`config.mk`:
```
export PLATFORM = sky130hd
export DESIGN_NAME = game_ctl_multi_flat
export DESIGN_NICKNAME = d
export VERILOG_FILES = /design/src/rtl/game_ctl_multi_if.sv /design/src/rtl/game_ctl_multi.sv /design/src/flat_wrapper.sv
export SDC_FILE = /design/constraint.sdc
export NUM_CORES = 1
export LEC_CHECK = 0
export BUFFER_PORTS_ARGS = -buffer_cell sky130_fd_sc_hd__buf_2
export CORE_MARGIN = 1
export CORE_UTILIZATION = 30
export CTS_CLUSTER_SIZE = 16
export DETAILED_ROUTE_END_ITERATION = 12
export GPL_TIMING_DRIVEN = 0
export PLACE_DENSITY = 0.54
export SLEW_MARGIN = 30
export SYNTH_ARGS = -nofsm -noshare
export SYNTH_HDL_FRONTEND = slang
export SYNTH_SLANG_ARGS = --single-unit
```
`constraint.sdc`:
```
create_clock -name pclk -period 5.87 [get_ports pclk]
set_input_delay 0.587 -clock pclk [delete_from_list [all_inputs] [get_ports pclk]]
set_output_delay 0.587 -clock pclk [all_outputs]
set_load 0.03 [all_outputs]
```
`src/rtl/game_ctl_multi_if.sv`:
```
// Bus between the catch-game controller and its neighbours:
// pad/spawn/button controls in, game state, score and object slots out.
interface game_ctl_multi_if #(
  parameter int N_OBJ   = 4,
  parameter int SCORE_W = 16
);
  logic                 frame_tick;
  logic                 start_btn;
  logic                 restart_btn;
  logic [11:0]          pad_x;
  logic [11:0]          spawn_x;
  logic [1:0]           state;
  logic [SCORE_W-1:0]   score;
  logic [3:0]           lives;
  logic [N_OBJ-1:0]     obj_active;
  logic [12*N_OBJ-1:0]  obj_xpos;
  logic [12*N_OBJ-1:0]  obj_ypos;
  logic                 catch_pulse;
  logic                 miss_pulse;

  modport master (
    output frame_tick, start_btn, restart_btn, pad_x, spawn_x,
    input  state, score, lives, obj_active, obj_xpos, obj_ypos, catch_pulse, miss_pulse
  );

  modport slave (
    input  frame_tick, start_btn, restart_btn, pad_x, spawn_x,
    output state, score, lives, obj_active, obj_xpos, obj_ypos, catch_pulse, miss_pulse
  );
endinterface

```
`src/rtl/game_ctl_multi.sv`:
```
// Catch-game control for N_OBJ falling objects: START/PLAY/END FSM, lives,
// saturating score, periodic spawning into the lowest free slot.
module game_ctl_multi #(
  parameter int N_OBJ        = 4,
  parameter int LIVES        = 3,
  parameter int SCORE_W      = 16,
  parameter int FALL_STEP    = 2,
  parameter int CATCH_Y      = 530,
  parameter int FLOOR_Y      = 600,
  parameter int OBJ_W        = 48,
  parameter int PAD_W        = 48,
  parameter int SPAWN_PERIOD = 60
) (
  input logic             pclk,
  input logic             rst,
  game_ctl_multi_if.slave bus
);
  localparam int CNT_W = (SPAWN_PERIOD > 1) ? $clog2(SPAWN_PERIOD) : 1;
  // Wide enough that adding up to 8 catches can never wrap before the saturation test.
  localparam int SUM_W = ((SCORE_W > 4) ? SCORE_W : 4) + 1;
  localparam logic [11:0]      FALL_V    = 12'(FALL_STEP);
  localparam logic [11:0]      CATCH_V   = 12'(CATCH_Y);
  localparam logic [11:0]      FLOOR_V   = 12'(FLOOR_Y);
  localparam logic [12:0]      OBJ_SPAN  = 13'(OBJ_W - 1);
  localparam logic [12:0]      PAD_SPAN  = 13'(PAD_W - 1);
  localparam logic [CNT_W-1:0] CNT_LAST  = CNT_W'(SPAWN_PERIOD - 1);
  localparam logic [3:0]       LIVES_V   = 4'(LIVES);
  localparam logic [SUM_W-1:0] SCORE_MAX = SUM_W'({SCORE_W{1'b1}});

  typedef enum logic [1:0] {
    ST_START = 2'b01,
    ST_END   = 2'b10,
    ST_PLAY  = 2'b11
  } state_t;

  state_t             state_q, state_d;
  logic [SCORE_W-1:0] score_q, score_d;
  logic [3:0]         lives_q, lives_d;
  logic [N_OBJ-1:0]   act_q, act_d;
  logic [CNT_W-1:0]   cnt_q, cnt_d;
  logic               catch_q, catch_d;
  logic               miss_q, miss_d;
  logic [11:0]        x_q [N_OBJ];
  logic [11:0]        x_d [N_OBJ];
  logic [11:0]        y_q [N_OBJ];
  logic [11:0]        y_d [N_OBJ];

  logic [11:0]        y_new [N_OBJ];
  logic [N_OBJ-1:0]   catch_hit, miss_hit, act_after, free_slots, spawn_oh;
  logic [3:0]         n_catch, n_miss, lives_after;
  logic [SUM_W-1:0]   score_sum;
  logic [SCORE_W-1:0] score_next;
  logic               wrap;

  for (genvar gi = 0; gi < N_OBJ; gi++) begin : g_slot
    logic [12:0] x_ext, pad_ext;
    logic        overlap;
    assign y_new[gi] = y_q[gi] + FALL_V;
    assign x_ext     = {1'b0, x_q[gi]};
    assign pad_ext   = {1'b0, bus.pad_x};
    assign overlap   = (pad_ext <= x_ext + OBJ_SPAN) && (x_ext <= pad_ext + PAD_SPAN);
    assign catch_hit[gi] = act_q[gi] && (y_q[gi] < CATCH_V) && (y_new[gi] >= CATCH_V) && overlap;
    assign miss_hit[gi]  = act_q[gi] && !catch_hit[gi] && (y_new[gi] >= FLOOR_V);
  end

  assign act_after   = act_q & ~catch_hit & ~miss_hit;
  assign free_slots  = ~act_after;
  assign spawn_oh    = free_slots & (~free_slots + N_OBJ'(1));
  assign n_catch     = 4'($countones(catch_hit));
  assign n_miss      = 4'($countones(miss_hit));
  assign score_sum   = SUM_W'(score_q) + SUM_W'(n_catch);
  assign score_next  = (score_sum > SCORE_MAX) ? '1 : score_sum[SCORE_W-1:0];
  assign lives_after = (n_miss >= lives_q) ? 4'd0 : lives_q - n_miss;
  assign wrap        = (cnt_q == CNT_LAST);

  always_comb begin
    state_d = state_q;
    score_d = score_q;
    lives_d = lives_q;
    act_d   = act_q;
    cnt_d   = cnt_q;
    x_d     = x_q;
    y_d     = y_q;
    catch_d = 1'b0;
    miss_d  = 1'b0;
    unique case (state_q)
      ST_START: begin
        score_d = '0;
        lives_d = LIVES_V;
        act_d   = '0;
        cnt_d   = '0;
        if (bus.start_btn) state_d = ST_PLAY;
      end
      ST_PLAY: begin
        if (bus.frame_tick) begin
          catch_d = |catch_hit;
          miss_d  = |miss_hit;
          score_d = score_next;
          lives_d = lives_after;
          cnt_d   = wrap ? '0 : cnt_q + CNT_W'(1);
          act_d   = act_after;
          for (int i = 0; i < N_OBJ; i++) begin
            if (act_after[i]) y_d[i] = y_new[i];
          end
          if (lives_after == 4'd0) begin
            state_d = ST_END;
            act_d   = '0;
          end else if (wrap) begin
            // A full house leaves spawn_oh at zero, so the spawn simply drops.
            act_d = act_after | spawn_oh;
            for (int i = 0; i < N_OBJ; i++) begin
              if (spawn_oh[i]) begin
                x_d[i] = bus.spawn_x;
                y_d[i] = '0;
              end
            end
          end
        end
      end
      ST_END: begin
        act_d = '0;
        if (bus.restart_btn) begin
          state_d = ST_START;
          score_d = '0;
          lives_d = LIVES_V;
          cnt_d   = '0;
        end
      end
      default: state_d = ST_START;
    endcase
  end

  always_ff @(posedge pclk or posedge rst) begin
    if (rst) begin
      state_q <= ST_START;
      score_q <= '0;
      lives_q <= LIVES_V;
      act_q   <= '0;
      cnt_q   <= '0;
      catch_q <= 1'b0;
      miss_q  <= 1'b0;
      for (int i = 0; i < N_OBJ; i++) begin
        x_q[i] <= '0;
        y_q[i] <= '0;
      end
    end else begin
      state_q <= state_d;
      score_q <= score_d;
      lives_q <= lives_d;
      act_q   <= act_d;
      cnt_q   <= cnt_d;
      catch_q <= catch_d;
      miss_q  <= miss_d;
      x_q     <= x_d;
      y_q     <= y_d;
    end
  end

  always_comb begin
    bus.obj_xpos = '0;
    bus.obj_ypos = '0;
    for (int i = 0; i < N_OBJ; i++) begin
      bus.obj_xpos[12*i +: 12] = x_q[i];
      bus.obj_ypos[12*i +: 12] = y_q[i];
    end
  end

  assign bus.state       = state_q;
  assign bus.score       = score_q;
  assign bus.lives       = lives_q;
  assign bus.obj_active  = act_q;
  assign bus.catch_pulse = catch_q;
  assign bus.miss_pulse  = miss_q;
endmodule

```
`src/flat_wrapper.sv`:
```
// flat-port wrapper written by rule: the top's interface ports become plain ports
module game_ctl_multi_flat 
#(
  parameter int N_OBJ        = 4,
  parameter int LIVES        = 3,
  parameter int SCORE_W      = 16,
  parameter int FALL_STEP    = 2,
  parameter int CATCH_Y      = 530,
  parameter int FLOOR_Y      = 600,
  parameter int OBJ_W        = 48,
  parameter int PAD_W        = 48,
  parameter int SPAWN_PERIOD = 60
)
  (pclk, rst, bus_frame_tick, bus_start_btn, bus_restart_btn, bus_pad_x, bus_spawn_x, bus_state, bus_score, bus_lives, bus_obj_active, bus_obj_xpos, bus_obj_ypos, bus_catch_pulse, bus_miss_pulse);
  game_ctl_multi_if #(.N_OBJ(N_OBJ), .SCORE_W(SCORE_W)) bus_i ();
  input logic pclk;
  input logic rst;
  input wire logic [$bits(bus_i.frame_tick)-1:0] bus_frame_tick;
  input wire logic [$bits(bus_i.start_btn)-1:0] bus_start_btn;
  input wire logic [$bits(bus_i.restart_btn)-1:0] bus_restart_btn;
  input wire logic [$bits(bus_i.pad_x)-1:0] bus_pad_x;
  input wire logic [$bits(bus_i.spawn_x)-1:0] bus_spawn_x;
  output wire logic [$bits(bus_i.state)-1:0] bus_state;
  output wire logic [$bits(bus_i.score)-1:0] bus_score;
  output wire logic [$bits(bus_i.lives)-1:0] bus_lives;
  output wire logic [$bits(bus_i.obj_active)-1:0] bus_obj_active;
  output wire logic [$bits(bus_i.obj_xpos)-1:0] bus_obj_xpos;
  output wire logic [$bits(bus_i.obj_ypos)-1:0] bus_obj_ypos;
  output wire logic [$bits(bus_i.catch_pulse)-1:0] bus_catch_pulse;
  output wire logic [$bits(bus_i.miss_pulse)-1:0] bus_miss_pulse;
  assign bus_i.frame_tick = bus_frame_tick;
  assign bus_i.start_btn = bus_start_btn;
  assign bus_i.restart_btn = bus_restart_btn;
  assign bus_i.pad_x = bus_pad_x;
  assign bus_i.spawn_x = bus_spawn_x;
  assign bus_state = bus_i.state;
  assign bus_score = bus_i.score;
  assign bus_lives = bus_i.lives;
  assign bus_obj_active = bus_i.obj_active;
  assign bus_obj_xpos = bus_i.obj_xpos;
  assign bus_obj_ypos = bus_i.obj_ypos;
  assign bus_catch_pulse = bus_i.catch_pulse;
  assign bus_miss_pulse = bus_i.miss_pulse;
  game_ctl_multi #(.N_OBJ(N_OBJ), .LIVES(LIVES), .SCORE_W(SCORE_W), .FALL_STEP(FALL_STEP), .CATCH_Y(CATCH_Y), .FLOOR_Y(FLOOR_Y), .OBJ_W(OBJ_W), .PAD_W(PAD_W), .SPAWN_PERIOD(SPAWN_PERIOD)) u_core (.pclk(pclk), .rst(rst), .bus(bus_i));
endmodule
```
* Word level (Yosys, flattened, before mapping)
Cells that the tools add are included.
Storage, ports and cells: register bits after elaboration 130, input port bits 29, output and inout bits 124, word-level logic and storage cells 150
Cells by class: add/sub/neg operators 19, order comparisons 22, equal/unequal tests 8, mux-type cells 35, bitwise logic cells 9, reduce and logical (&&, ||, !) cells 42
Operators with widths (count):
- $le 12x13->1 | 8
- $ge 12x10->1 const B | 8
- $mux 12 | 8
- $mux 48 | 2
- $add 12x6->13 const B | 5
- $add 12x2->12 const B | 4
- $lt 12x10->1 const B | 4
- $mux 16 | 3
- $pmux 16 s3 | 1
- $logic_and 1x1->1 | 24
- $mux 4 | 6
- $reduce_and 5->1 | 4
- $mux 6 | 3
- $pmux 6 s3 | 1
- $add 16x4->17 | 1
- $gt 17x16->1 const B | 1
- $not 4->4 | 4
- $and 4x4->4 | 3
- $pmux 4 s3 | 1
- $add 1x1->2 | 4
- $add 4x4->4 | 2
- $mux 2 | 4
- $pmux 4 s2 | 1
- $reduce_or 4->1 | 2
- other kinds (21) | 31

* Logic depth before layout (Yosys ltp)
word-level depth 18, mapped depth 32, depth with buffers taken out 31

* Least setup slack after synthesis
OpenSTA, ideal clock, no wires.
path type register to register, start register u_core.x_q (netlist bit u_core.bus.obj_xpos[0]), end register u_core.x_q (netlist bit u_core.bus.obj_xpos[36]), setup time 125 ps, data arrival time 6678 ps, required time 5745 ps, setup slack -933 ps, stages on the path, launching flop included 30, buffers on the path 1, period minus slack after synthesis 6803 ps, cell sequence dfrtp_1 > inv_1 > ha_1 > nor3b_1 > o21bai_1 > nand3_1 > xor2_1 > ha_1 > nand4_1 > nor4_1 > a21oi_1 > a221oi_2 > o221ai_2 > nor3_1 > nor3_1 > ha_1 > ha_1 > inv_1 > fa_1 > inv_1 > fa_1 > xnor2_1 > nand3b_1 > nor2_1 > a211o_1 > or2_2 > nor3_1 > and4b_4 > buf_6 > mux2_4
Between the ends: longest elaborated chain between the ends 14, elaborated cells on any way between the ends 24, those cells by class add/sub: 5; order compare: 3; mux: 1; bitwise: 8; reduce/logical: 7
Ends and longest elaborated chain:
- from (decl) | RTL line game_ctl_multi.sv:43 | logic [11:0] x_q [N_OBJ];
- from (signal, indexed assignment) | RTL line game_ctl_multi.sv:143 | x_q[i] <= '0;
- from (signal assigned) | RTL line game_ctl_multi.sv:154 | x_q <= x_d;
- $add 12x6->13 | RTL line game_ctl_multi.sv:61 | assign overlap = (pad_ext <= x_ext + OBJ_SPAN) && (x_ext <= pad_ext + PAD_SPAN);
- $le 12x13->1 | RTL line game_ctl_multi.sv:61
- $logic_and 1x1->1 (*) | RTL line game_ctl_multi.sv:61
- $logic_and 1x1->1 (*) | RTL line game_ctl_multi.sv:62 | assign catch_hit[gi] = act_q[gi] && (y_q[gi] < CATCH_V) && (y_new[gi] >= CATCH_V) && overlap;
- $logic_not 1->1 | RTL line game_ctl_multi.sv:63 | assign miss_hit[gi] = act_q[gi] && !catch_hit[gi] && (y_new[gi] >= FLOOR_V);
- $logic_and 1x1->1 (2 in a row) | RTL line game_ctl_multi.sv:63
- $add 1x1->2 (implied by the code) / $not 4->4 (equally long branches) | RTL line game_ctl_multi.sv:70, game_ctl_multi.sv:66
- $add 4x4->4 (implied by the code) / $and 4x4->4 (equally long branches) | RTL line game_ctl_multi.sv:70, game_ctl_multi.sv:66
- $sub 4x4->4, or another cell as far along | RTL line game_ctl_multi.sv:73 | assign lives_after = (n_miss >= lives_q) ? 4'd0 : lives_q - n_miss;
- $mux 4 / $not 4->4 (equally long branches) | RTL line game_ctl_multi.sv:73, game_ctl_multi.sv:68
- $logic_not 4->1 / $add 4x1->4 (equally long branches) | RTL line game_ctl_multi.sv:105, game_ctl_multi.sv:68
- $not 1->1 (no source line) / $and 4x4->4 (equally long branches)
- $reduce_and 5->1 (no source line) (*)
Mark *: on every way between the ends. The rest lies on a longest branch, timed or not. A chain may end at the register's enable or synchronous reset.

* Worst setup path after layout
start register u_core.x_q (netlist bit u_core.bus.obj_xpos[1]), end register u_core.x_q (netlist bit u_core.bus.obj_xpos[40])
Same word-level chain as after synthesis.

==> impl_metrics.env <==
export IMPL_core_um2=35500
export IMPL_start_util_pct=30.4
export IMPL_cts_tree="yes"
export IMPL_cts_htree_levels=4
export IMPL_r2r_slack_ps=-700
export IMPL_routed_wl_mm=36.0
export IMPL_cts_sinks=126
export IMPL_power_density_nw_per_um2=184
export IMPL_finClkSkew_ps=9.47
export IMPL_ys_warn_count=0
export IMPL_power_frac_comb_pct=25.8
export IMPL_syn_to_final_growth_pct=33.8
export IMPL_r2r_end="u_core.bus.obj_xpos[40]"
export IMPL_seq_power_share_pct=34.9
export IMPL_violations="setup timing"
export IMPL_synth_area_per_cell_um2=8.90
export IMPL_min_path_type="in -> async"
export IMPL_numCtsBuffers=17
export IMPL_p_int_uw=1760
export IMPL_first_pass_iters=5
export IMPL_post_route_period_util_pct=112
export IMPL_num_io_pins=153
export IMPL_antennaDiodeCount=0
export IMPL_vias_per_cell=5.28
export IMPL_clk_path_buf_depth=2
export IMPL_wl_per_cell_um=18.6
export IMPL_crit_arrival_ps=6880
export IMPL_drtIter0Drc=645
export IMPL_antenna_found_initial=0
export IMPL_place_gp_congestion=0.847
export IMPL_rsz0062_at_grt="true"
export IMPL_grt_total_usage_pct=19.5
export IMPL_end_kind="flop"
export IMPL_synth_edf_count=0
export IMPL_finalSetupViolCount=98
export IMPL_grt_max_degree=69
export IMPL_via_count=10200
export IMPL_crit_start="u_core.bus.obj_xpos[1]"
export IMPL_p_clk_share_pct=39.3
export IMPL_cp_required_ps=6180
export IMPL_dpl_hpwl_mm=26.2
export IMPL_grt_overflow_total=0
export IMPL_relSlewSlack_pct=52.3
export IMPL_netlist_instances=1211
export IMPL_layout_drive_gt1_share_pct=34.5
export IMPL_root_buffer="clkbuf_16"
export IMPL_fp_row_count=69
export IMPL_r2r_cells=27
export IMPL_p_sw_uw=894
export IMPL_synth_seq_cells=126
export IMPL_port_buffers=148
export IMPL_crit_type="reg -> reg"
export IMPL_p_sw_share_pct=33.7
export IMPL_critPathLaunchType="flop"
export IMPL_setup_tns_ps=-52850
export IMPL_tightest_slew_ps=714
export IMPL_cts_clk_slew_worst_paths_ps=50
export IMPL_fin_crit_ps=6570
export IMPL_worstPathMaxFanout=10
export IMPL_worst_slack_ps=-696
export IMPL_max_cap_violations=0
export IMPL_yosysUniqueCellTypes=97
export IMPL_drtAntennaViolNets=0
export IMPL_reg2reg_from="u_core.bus.obj_xpos[1]"
export IMPL_async_reset_ff_share_pct=100
export IMPL_final_max_slew_viol_count=0
export IMPL_die_width_um=192
export IMPL_syn_cell_area_um2=10800
export IMPL_power_leakage_uw=0.00663
export IMPL_ir_drop_v=0.000209
export IMPL_clock_latency_ps=440
export IMPL_place_area_um2=12300
export IMPL_seq_area_frac_synth_pct=29.3
export IMPL_fin_nets=1622
export IMPL_remaining_drc_errors=0
export IMPL_max_freq_mhz=152
export IMPL_die_y_um=192
export IMPL_hold_viol_final=0
export IMPL_status="finished with violations"
export IMPL_die_area_um2=36700
export IMPL_grt_pass1_wl_mm=55.3
export IMPL_grt_pass1_vias=9815
export IMPL_ys_flop_type="dfrtp_1"
export IMPL_final_cell_area_um2=14400
[stage by stage]
step	power, uW	cells	utilization (%)	setup WS (ps)	hold slack (ps)
finish	2650	1939	40.6	-696	183
global placement	1510	1823	34.5	-1690	497
detailed placement	1520	1824	34.6	-1770	511
CTS	2620	1916	38.6	-540	193
global route	2790	1939	40.6	-938	208
floorplan	1320	1214	-	-311	484
[repair_timing]
action	4_1_cts	5_1_grt
gates cloned	6	1
hold buffers	0	0
endpoints found under the setup margin	114	115
pin swaps	18	67
setup buffers	55	32
gates resized for setup	87	135
[critical path: stages, from the launching register on]
cell	delay (ps)
dfrtp_2	460
o41ai_4	450
nand2b_1	190
nand2_1	120
xor2_1	150
ha_1	260
nand4_1	160
nor2_1	80
a221o_1	370
a221oi_4	350
o221ai_2	170
nor3_2	250
nor3_2	80
ha_1	290
ha_1	140
inv_1	50
fa_1	510
inv_1	60
fa_2	370
xnor2_2	190
nand3b_1	160
nor2_1	50
a211o_1	320
or2_4	290
nor3_4	160
and4b_4	300
buf_12	160
mux2_4	300
[layout make-up]
type                    instances  area [um2]
plain buffers                  56         343
clock buffers                  20         447
clock inverters                12         120
fillers                      3487       21100
inverters                      67         262
multi-input cells             965        7960
flip-flops and latches        126        3170
well taps                     461         577
repair buffers                232        1550
[kinds of logic (layout without fill, tap and decap cells)]
| kind of cell | count (synthesis) | after routing | synth area share (%) |
|---|---|---|---|
| AND/OR/NAND/NOR | 389 | 389 | 18.9 |
| AO/OA/AOI/OAI | 317 | 318 | 19.8 |
| adder cells (fa/ha/maj) | 129 | 129 | 15.2 |
| flip-flops | 126 | 126 | 29.3 |
| buffers and inverters | 124 | 387 | 4.92 |
| XOR/XNOR | 70 | 70 | 5.76 |
| multiplexers | 55 | 55 | 6.04 |
| other | 1 | 4 | 0.0348 |
[cells in the mapped netlist (25+ instances only)]
master	number	area share [%]
a31oi_1	25	1.5
o21ai_0	70	3.3
clkbuf_1	26	0.91
nor2_1	76	2.6
dfrtp_1	123	29
a21oi_1	82	3.8
mux2_2	40	4.2
nand2_1	95	3.3
inv_1	67	2.3
ha_1	124	14
xnor2_1	39	3.2
nand3_1	53	2.5
xor2_1	30	2.4
[worst max path at each step]
stage / cells past startpoint / to
global placement: 27 / u_core.bus.obj_xpos[28]
detailed placement: 27 / u_core.bus.obj_xpos[28]
CTS: 28 / u_core.bus.obj_xpos[38]
global route: 27 / u_core.bus.obj_xpos[36]
floorplan: 28 / u_core.bus.obj_xpos[36]
finish: 27 / u_core.bus.obj_xpos[40]
[state kept, by name, summed over array words and instances, names as in the netlist]
name	flops
u_core.bus.obj_xpos	48
u_core.bus.obj_ypos	44
u_core.bus.score	16
u_core.cnt_q	6
u_core.bus.lives	4
u_core.bus.obj_active	4
u_core.bus.state	2
u_core.bus.catch_pulse	1
u_core.bus.miss_pulse	1
[power groups by stage]
stage | logic [uW] | clock network, uW | registers (uW)
after global placement | 570 | 0 | 939
after global routing | 756 | 1100 | 931
after floorplan | 346 | 0 | 969
after detailed placement | 578 | 0 | 940
final | 684 | 1040 | 926
after CTS | 620 | 1070 | 926
[per-layer routing]
layer	vias to the layer above	wire (um)	global-route usage, %	share of wire [%]
li1	4960	-	-	-
met1	4956	16200	25.6	45
met2	268	16800	31.3	47
met3	48	2100	4.48	5.8
met4	0	943	6.81	2.6
met5	-	0	0	0
[cell usage in the layout (no fill, tap or decap), types with 14 or more instances in the layout]
cell,n
buf_4,67
buf_6,25
nand2_1,83
nor3_1,16
buf_2,160
o21ai_0,44
a21oi_1,65
nor2_1,69
xnor2_1,35
clkbuf_16,18
a21o_1,14
inv_1,59
nand3_1,48
ha_1,115
o21ai_2,16
mux2_2,39
a31oi_1,21
dfrtp_1,115
nand4_1,23
clkbuf_1,26
xor2_1,27
Note: power is estimated with default switching activity, not from simulation.
